`src/rtl/alu_cmd_issuer_pkg.sv`:
```
// alu_cmd_issuer_pkg
//   Shared definitions for the ALU command issuer slice:
//   - default datapath widths (operand and result)
//   - ALU opcode encodings OP_ADD .. OP_LXOR
//   - the issuer FSM state enum
package alu_cmd_issuer_pkg;

  localparam int NREG_DEFAULT = 4;
  localparam int DATA_W       = 8;
  localparam int RES_W        = 2 * DATA_W;
  localparam int OP_W         = 3;

  localparam logic [OP_W-1:0] OP_ADD  = 3'b000;
  localparam logic [OP_W-1:0] OP_SUB  = 3'b001;
  localparam logic [OP_W-1:0] OP_MUL  = 3'b010;
  localparam logic [OP_W-1:0] OP_SHL  = 3'b011;
  localparam logic [OP_W-1:0] OP_SHR  = 3'b100;
  localparam logic [OP_W-1:0] OP_LAND = 3'b101;
  localparam logic [OP_W-1:0] OP_LOR  = 3'b110;
  localparam logic [OP_W-1:0] OP_LXOR = 3'b111;

  typedef enum logic [1:0] {
    ST_IDLE  = 2'd0,
    ST_ISSUE = 2'd1,
    ST_RESP  = 2'd2
  } state_t;

endpackage

```
`src/rtl/alu_cmd_issuer_if.sv`:
```
// alu_cmd_issuer_if
//   Command and response channels of the ALU command issuer.
//   Ports (as seen from the issuer, modport slave):
//     cmd_valid/cmd_ready   in/out  command handshake
//     cmd_op                in      ALU opcode
//     cmd_ra/cmd_rb/cmd_rd  in      source A, source B, destination register
//     rsp_valid/rsp_ready   out/in  response handshake
//     rsp_result/rsp_carry  out     captured 2*DW result and carry
//   modport master is the requester side (control logic or testbench).
interface alu_cmd_issuer_if #(
  parameter int NREG = 4,
  parameter int DW   = 8
);
  import alu_cmd_issuer_pkg::*;

  localparam int AW = $clog2(NREG);

  logic            cmd_valid;
  logic            cmd_ready;
  logic [OP_W-1:0] cmd_op;
  logic [AW-1:0]   cmd_ra;
  logic [AW-1:0]   cmd_rb;
  logic [AW-1:0]   cmd_rd;
  logic            rsp_valid;
  logic            rsp_ready;
  logic [2*DW-1:0] rsp_result;
  logic            rsp_carry;

  modport master (
    output cmd_valid, cmd_op, cmd_ra, cmd_rb, cmd_rd, rsp_ready,
    input  cmd_ready, rsp_valid, rsp_result, rsp_carry
  );

  modport slave (
    input  cmd_valid, cmd_op, cmd_ra, cmd_rb, cmd_rd, rsp_ready,
    output cmd_ready, rsp_valid, rsp_result, rsp_carry
  );

endinterface

```
`src/rtl/alu_regfile.sv`:
```
// alu_regfile
//   NREG x DW operand register file for the ALU command issuer.
//   Ports:
//     clk, rst_n             clock, synchronous active-low reset (clears all registers)
//     rd_addr_a/rd_data_a    combinational read port A
//     rd_addr_b/rd_data_b    combinational read port B
//     ld_en/ld_addr/ld_data  external direct load port (lowest priority)
//     wb_en/wb_addr/wb_data  low-byte writeback port (highest priority)
//     hi_en/hi_addr/hi_data  high-byte writeback port (beats the load port)
module alu_regfile
  import alu_cmd_issuer_pkg::*;
#(
  parameter int NREG = NREG_DEFAULT,
  parameter int DW   = DATA_W
) (
  input  logic                     clk,
  input  logic                     rst_n,
  input  logic [$clog2(NREG)-1:0]  rd_addr_a,
  output logic [DW-1:0]            rd_data_a,
  input  logic [$clog2(NREG)-1:0]  rd_addr_b,
  output logic [DW-1:0]            rd_data_b,
  input  logic                     ld_en,
  input  logic [$clog2(NREG)-1:0]  ld_addr,
  input  logic [DW-1:0]            ld_data,
  input  logic                     wb_en,
  input  logic [$clog2(NREG)-1:0]  wb_addr,
  input  logic [DW-1:0]            wb_data,
  input  logic                     hi_en,
  input  logic [$clog2(NREG)-1:0]  hi_addr,
  input  logic [DW-1:0]            hi_data
);

  localparam int AW = $clog2(NREG);

  logic [DW-1:0] regs [NREG];

  assign rd_data_a = regs[rd_addr_a];
  assign rd_data_b = regs[rd_addr_b];

  // Per-register write arbitration: ALU writebacks always beat an external
  // load aimed at the same register, while loads to other registers still land.
  always_ff @(posedge clk) begin
    if (!rst_n) begin
      for (int i = 0; i < NREG; i++) begin
        regs[i] <= '0;
      end
    end else begin
      for (int i = 0; i < NREG; i++) begin
        if (wb_en && (wb_addr == AW'(i))) begin
          regs[i] <= wb_data;
        end else if (hi_en && (hi_addr == AW'(i))) begin
          regs[i] <= hi_data;
        end else if (ld_en && (ld_addr == AW'(i))) begin
          regs[i] <= ld_data;
        end
      end
    end
  end

endmodule

```
`src/rtl/alu_cmd_issuer.sv`:
```
// alu_cmd_issuer
//   Command-side sequencer for the 8-bit combinational ALU. Accepts a command,
//   snapshots its operands from the local register file, drives the ALU for one
//   cycle, captures result/carry, writes the low byte back to rd and returns the
//   result on the response channel.
//   Ports:
//     clk, rst_n              clock, synchronous active-low reset
//     bus (slave)             command / response channels (alu_cmd_issuer_if)
//     wr_en/wr_addr/wr_data   direct register load, honoured in every state
//     alu_a/alu_b/alu_opcode  operands and opcode to the ALU (hold last value)
//     alu_result/alu_carry    combinational ALU result and carry/borrow
//   Build option:
//     ALU_CMD_ISSUER_WB_HI_EN  when defined, a mul also writes the high result
//                              byte to register (rd+1) mod NREG.
module alu_cmd_issuer
  import alu_cmd_issuer_pkg::*;
#(
  parameter int NREG = NREG_DEFAULT,
  parameter int DW   = DATA_W
) (
  input  logic                     clk,
  input  logic                     rst_n,
  alu_cmd_issuer_if.slave          bus,
  input  logic                     wr_en,
  input  logic [$clog2(NREG)-1:0]  wr_addr,
  input  logic [DW-1:0]            wr_data,
  output logic [DW-1:0]            alu_a,
  output logic [DW-1:0]            alu_b,
  output logic [OP_W-1:0]          alu_opcode,
  input  logic [2*DW-1:0]          alu_result,
  input  logic                     alu_carry
);

  localparam int AW = $clog2(NREG);

  state_t          state;
  state_t          state_nxt;

  logic [OP_W-1:0] op_q;
  logic [DW-1:0]   a_q;
  logic [DW-1:0]   b_q;
  logic [AW-1:0]   rd_q;
  logic [2*DW-1:0] result_q;
  logic            carry_q;

  logic [DW-1:0]   rf_a;
  logic [DW-1:0]   rf_b;
  logic            accept;
  logic            in_issue;
  logic            wb_hi_en;
  logic [AW-1:0]   rd_hi;

  // cmd_ready is gated by rst_n so it reads 0 while reset is held.
  assign bus.cmd_ready  = rst_n && (state == ST_IDLE);
  assign accept         = bus.cmd_valid && bus.cmd_ready;
  assign in_issue       = (state == ST_ISSUE);

  assign bus.rsp_valid  = (state == ST_RESP);
  assign bus.rsp_result = result_q;
  assign bus.rsp_carry  = carry_q;

  assign alu_a          = a_q;
  assign alu_b          = b_q;
  assign alu_opcode     = op_q;

  // NREG is a power of two, so the natural wrap of the adder gives mod NREG.
  assign rd_hi          = rd_q + AW'(1);

`ifdef ALU_CMD_ISSUER_WB_HI_EN
  assign wb_hi_en = in_issue && (op_q == OP_MUL);
`else
  assign wb_hi_en = 1'b0;
`endif

  alu_regfile #(
    .NREG (NREG),
    .DW   (DW)
  ) u_regfile (
    .clk       (clk),
    .rst_n     (rst_n),
    .rd_addr_a (bus.cmd_ra),
    .rd_data_a (rf_a),
    .rd_addr_b (bus.cmd_rb),
    .rd_data_b (rf_b),
    .ld_en     (wr_en),
    .ld_addr   (wr_addr),
    .ld_data   (wr_data),
    .wb_en     (in_issue),
    .wb_addr   (rd_q),
    .wb_data   (alu_result[DW-1:0]),
    .hi_en     (wb_hi_en),
    .hi_addr   (rd_hi),
    .hi_data   (alu_result[2*DW-1:DW])
  );

  // State register; reset drops any in-flight operation.
  always_ff @(posedge clk) begin
    if (!rst_n) begin
      state <= ST_IDLE;
    end else begin
      state <= state_nxt;
    end
  end

  // Next state: ISSUE always lasts a single cycle, RESP waits for rsp_ready
  // and never overlaps with accepting the next command.
  always_comb begin
    state_nxt = state;
    case (state)
      ST_IDLE:  if (accept) state_nxt = ST_ISSUE;
      ST_ISSUE: state_nxt = ST_RESP;
      ST_RESP:  if (bus.rsp_ready) state_nxt = ST_IDLE;
      default:  state_nxt = ST_IDLE;
    endcase
  end

  // Operand snapshot at accept (later loads cannot disturb the in-flight op)
  // and result capture at the end of ISSUE, held until the next ISSUE.
  always_ff @(posedge clk) begin
    if (!rst_n) begin
      op_q     <= '0;
      a_q      <= '0;
      b_q      <= '0;
      rd_q     <= '0;
      result_q <= '0;
      carry_q  <= 1'b0;
    end else begin
      if (accept) begin
        op_q <= bus.cmd_op;
        a_q  <= rf_a;
        b_q  <= rf_b;
        rd_q <= bus.cmd_rd;
      end
      if (in_issue) begin
        result_q <= alu_result;
        carry_q  <= alu_carry;
      end
    end
  end

endmodule

```
`src/flat_wrapper.sv`:
```
// flat-port wrapper written by rule: the top's interface ports become plain ports
module alu_cmd_issuer_flat import alu_cmd_issuer_pkg::*;
#(
  parameter int NREG = NREG_DEFAULT,
  parameter int DW   = DATA_W
)
  (clk, rst_n, wr_en, wr_addr, wr_data, alu_a, alu_b, alu_opcode, alu_result, alu_carry, bus_cmd_valid, bus_cmd_op, bus_cmd_ra, bus_cmd_rb, bus_cmd_rd, bus_rsp_ready, bus_cmd_ready, bus_rsp_valid, bus_rsp_result, bus_rsp_carry);
  alu_cmd_issuer_if #(.NREG(NREG), .DW(DW)) bus_i ();
  input  logic clk;
  input  logic rst_n;
  input  logic wr_en;
  input  logic [$clog2(NREG)-1:0] wr_addr;
  input  logic [DW-1:0] wr_data;
  output logic [DW-1:0] alu_a;
  output logic [DW-1:0] alu_b;
  output logic [OP_W-1:0] alu_opcode;
  input  logic [2*DW-1:0] alu_result;
  input  logic alu_carry;
  input wire logic [$bits(bus_i.cmd_valid)-1:0] bus_cmd_valid;
  input wire logic [$bits(bus_i.cmd_op)-1:0] bus_cmd_op;
  input wire logic [$bits(bus_i.cmd_ra)-1:0] bus_cmd_ra;
  input wire logic [$bits(bus_i.cmd_rb)-1:0] bus_cmd_rb;
  input wire logic [$bits(bus_i.cmd_rd)-1:0] bus_cmd_rd;
  input wire logic [$bits(bus_i.rsp_ready)-1:0] bus_rsp_ready;
  output wire logic [$bits(bus_i.cmd_ready)-1:0] bus_cmd_ready;
  output wire logic [$bits(bus_i.rsp_valid)-1:0] bus_rsp_valid;
  output wire logic [$bits(bus_i.rsp_result)-1:0] bus_rsp_result;
  output wire logic [$bits(bus_i.rsp_carry)-1:0] bus_rsp_carry;
  assign bus_i.cmd_valid = bus_cmd_valid;
  assign bus_i.cmd_op = bus_cmd_op;
  assign bus_i.cmd_ra = bus_cmd_ra;
  assign bus_i.cmd_rb = bus_cmd_rb;
  assign bus_i.cmd_rd = bus_cmd_rd;
  assign bus_i.rsp_ready = bus_rsp_ready;
  assign bus_cmd_ready = bus_i.cmd_ready;
  assign bus_rsp_valid = bus_i.rsp_valid;
  assign bus_rsp_result = bus_i.rsp_result;
  assign bus_rsp_carry = bus_i.rsp_carry;
  alu_cmd_issuer #(.NREG(NREG), .DW(DW)) u_core (.clk(clk), .rst_n(rst_n), .bus(bus_i), .wr_en(wr_en), .wr_addr(wr_addr), .wr_data(wr_data), .alu_a(alu_a), .alu_b(alu_b), .alu_opcode(alu_opcode), .alu_result(alu_result), .alu_carry(alu_carry));
endmodule
```
`config.mk`:
```
export PLATFORM = sky130hd
export DESIGN_NAME = alu_cmd_issuer_flat
export DESIGN_NICKNAME = d
export VERILOG_FILES = /design/src/rtl/alu_cmd_issuer_pkg.sv /design/src/rtl/alu_cmd_issuer_if.sv /design/src/rtl/alu_regfile.sv /design/src/rtl/alu_cmd_issuer.sv /design/src/flat_wrapper.sv
export SDC_FILE = /design/constraint.sdc
export NUM_CORES = 1
export LEC_CHECK = 0
export BUFFER_PORTS_ARGS = -buffer_cell sky130_fd_sc_hd__buf_2
export CORE_MARGIN = 2
export CORE_UTILIZATION = 30
export DETAILED_ROUTE_END_ITERATION = 10
export PLACE_DENSITY = 0.48
export REMOVE_ABC_BUFFERS = 1
export SETUP_SLACK_MARGIN = 0.05
export SLEW_MARGIN = 40
export SYNTH_ARGS = -nofsm -noshare
export SYNTH_HDL_FRONTEND = slang
export SYNTH_SLANG_ARGS = --single-unit
```
`constraint.sdc`:
```
create_clock -name clk -period 4.4 [get_ports clk]
set_clock_uncertainty 0.15 [all_clocks]
set_input_delay 0.44 -clock clk [delete_from_list [all_inputs] [get_ports clk]]
set_output_delay 0.44 -clock clk [all_outputs]
set_load 0.05 [all_outputs]
```
==> metrics.md <==
| Metric | Value |
|---|---|
| CTS tree | done |
| Int Pwr | 0.00108 W |
| # setup viols final | 0 |
| Row count | 38 |
| ANT cells | 0 |
| Outcome | complete, no violations |
| DRC viols | 0 |
| Fin crit share | 56.2% |
| Flops & latches, synth | 72 |
| WP data required | 3.81 ns |
| Clock share of power | 33.5% |
| Post-CTS Setup Inserts | 0 |
| Layout area overhead | 21.2% |
| Xor/xnor share of the synthesized area | 0% |
| Max-Cap Viols | 0 |
| Flop pwr share | 50.5% |
| Vias in the first global route | 2330 |
| Synth async-reset ratio | 0% |
| Clk root buf | clkbuf_8 |
| CTS max path bufs | 2 |
| IO Pins | 79 |
| GPL Wtd Cong | 0.720 |
| Synth cell types | 31 |
| Largest family of logic cells by synthesized area | compound AO/OA/AOI/OAI gates |
| CTS resizes | 0 |
| Simple logic cell fraction of the synthesized area | 14.8% |
| Switching power | 0.000428 W |
| Hold_buf cts | 0 |
| Main synth FF type | dfxtp_1 |
| Power density over cell area | 378 mW/mm^2 |
| Area leader, netlist | edfxtp_1 |
| Register area share after synthesis | 53.4% |
| Total die area | 0.0119 mm^2 |
| Post-Syn Area per Cell | 11.7 um^2 |
| H-tree depth | 3 |
| Mux share of post-synthesis cell area | 12.4% |
| IO buf count | 78 |
| WL final | 7.77 mm |
| Max Clk Rate | 0.405 GHz |
| Fin. max-slew vios | 0 |
| Sw Share | 28.3% |
| Slew headroom | 54.7% |
| Area contributors post-synth | edfxtp_1 29%, dfxtp_1 24%, mux4_2 11% |
| Synth Cell Area | 0.00330 mm^2 |
| DP Wirelength | 5.73 mm |
| Largest net degree at the start of global routing | 64 |
| Initial DRC count | 117 |
| CTS clock-pin slew for the worst setup and hold paths | 0.08 ns |
| GRT Residual Overflow | 0 |
| Unrepaired setup endpoints after global routing | false |
| Fraction of layout cells with a size suffix above 1 | 33.6% |
| Comb pwr share | 16.0% |
| Count leader, synth | nand2_1 |
| Setup CP Type | in -> out |
| Total GRT Usage | 13.5% |
| Post-Synthesis Cells | 283 |
| Vias per cell | 4.82 |
| Crit path DAT | 1.88 ns |
| Leak | 1.53 nW |
| Clk_lat worst skew | 0.33 ns |
| Die width | 109 um |
| Final Instance Area | 0.00400 mm^2 |
| Critical Path Source Type | primary input |
| Routed WL per cell | 15.5 um |
| Detailed-route via count | 2408 |
| Final min period | 2.47 ns |
| First-pass GRT wire length | 12.0 mm |
| Adder-cell share of the synthesized area | 0% |
| Height of the die | 109 um |
| Core ar. | 0.0108 mm^2 |
| Setup TNS | 0 ns |
| Fillers | 1112 |
| Peak supply drop | 0.141 mV |
| Slew of the pin with the lowest slew margin | 0.676 ns |
| Crit-path max FO | 63 |
| YS warnings | 0 |
| DRT antenna net count | 0 |
| Min-delay worst type | in -> reg |
| Crit. End Element | primary output |
| Share of the synthesized area in the top cell type | 29.1% |
| Placed Area | 0.00380 mm^2 |
| Final #Nets | 396 |
| Initial Util | 30.6% |
| Synth Area in Compound Gates | 16.2% |
| Num CTS Buffers | 9 |
| Number of antenna violations at the first check in global routing | 0 |
| Synth cell count leaders | 74 x nand2_1, 40 x dfxtp_1, 32 x edfxtp_1, 24 x a32o_1 |
| Clock sink count | 72 |
| EDFF count, synth | 32 |
| Fin util | 37.0% |
| Final hold vios | 0 |
| Router iterations before antenna repair | 4 |
| Final hold slack | 0.181 ns |
## cells by family (layout without fill, tap and decap cells)
logic type	count (synthesis)	after routing
flip-flops	72	72
AO/OA/AOI/OAI	67	67
AND/OR/NAND/NOR	100	100
buffers and inverters	23	100
multiplexers	21	21
## through the flow
stage                     total power, W  setup WS, ns  cells
after detailed placement         0.00102          1.72    484
after floorplan                 0.000931          2.16    260
final                            0.00151          1.93    500
after global routing             0.00159          1.80    500
after global placement           0.00102          1.84    484
after CTS                        0.00154          1.91    500
## sequential cells by signal, indices dropped and copies added (netlist names)
register and count:
u_core.alu_opcode 3, u_core.bus.rsp_result 16, u_core.u_regfile.regs 32, u_core.state 2, u_core.bus.rsp_carry 1, u_core.alu_a 8
u_core.rd_q 2, u_core.alu_b 8
## cell usage in the layout, fill, tap and decap left out, types with 2 or more instances in the layout
| cell | instances |
|---|---|
| nand2_1 | 74 |
| inv_6 | 2 |
| edfxtp_1 | 32 |
| nor2_2 | 3 |
| nor4bb_1 | 2 |
| clkbuf_8 | 9 |
| dfxtp_1 | 40 |
| nand3b_1 | 3 |
| a21boi_1 | 10 |
| buf_4 | 6 |
| nand4b_1 | 2 |
| mux2i_1 | 5 |
| buf_2 | 78 |
| nor2b_1 | 8 |
| a21boi_0 | 7 |
| o2bb2ai_1 | 7 |
| mux4_2 | 16 |
| a32o_1 | 24 |
| o21ai_1 | 16 |
## final cells by class
type                       count  area [um^2]  share of cell area, %
sequential                    72         1760                   44.1
multi-input combinational    188         1430                   35.8
timing repair buffer          84          435                   10.9
tap                          140          175                   4.38
clock buffer                   9          124                   3.10
clock inverter                 7         68.8                   1.72
## final timing paths
path / startpoint / endpoint / slack [ns] / cells past startpoint
worst max-delay path: rst_n / bus_cmd_ready / 1.93 / 4
worst min-delay path: alu_result[10] / u_core.bus.rsp_result[10] / 0.18 / 3
worst min register to register: u_core.alu_a[5] / u_core.alu_a[5] / 0.29 / 2
worst max register to register: u_core.state[1] / u_core.u_regfile.regs[0][7] / 2.47 / 2
## per-layer routing
layer / GRT usage (%) / vias up / share of wire [%] / wire (um)
met2: 22.6 / 74 / 47 / 3640
li1: - / 1207 / - / -
met1: 17.0 / 1125 / 46 / 3580
met3: 4.72 / 2 / 6.7 / 523
met4: 2.75 / 0 / 0.39 / 30
met5: 0 / - / 0 / 0
## worst max-delay path: stages
cell	delay [ns]
buf_2	0.32
buf_4	0.57
nor3b_1	0.24
buf_2	0.29
## power by group through the flow
stage / sequential (W) / combinational [W] / clock (W)
2_1_floorplan: 0.000842 / 0.0000887 / 0
3_3_place_gp: 0.000779 / 0.000242 / 0
3_5_place_dp: 0.000780 / 0.000244 / 0
4_1_cts: 0.000764 / 0.000245 / 0.000528
5_1_grt: 0.000769 / 0.000260 / 0.000558
6_report: 0.000764 / 0.000241 / 0.000506
(Power assumes the default switching activity.)
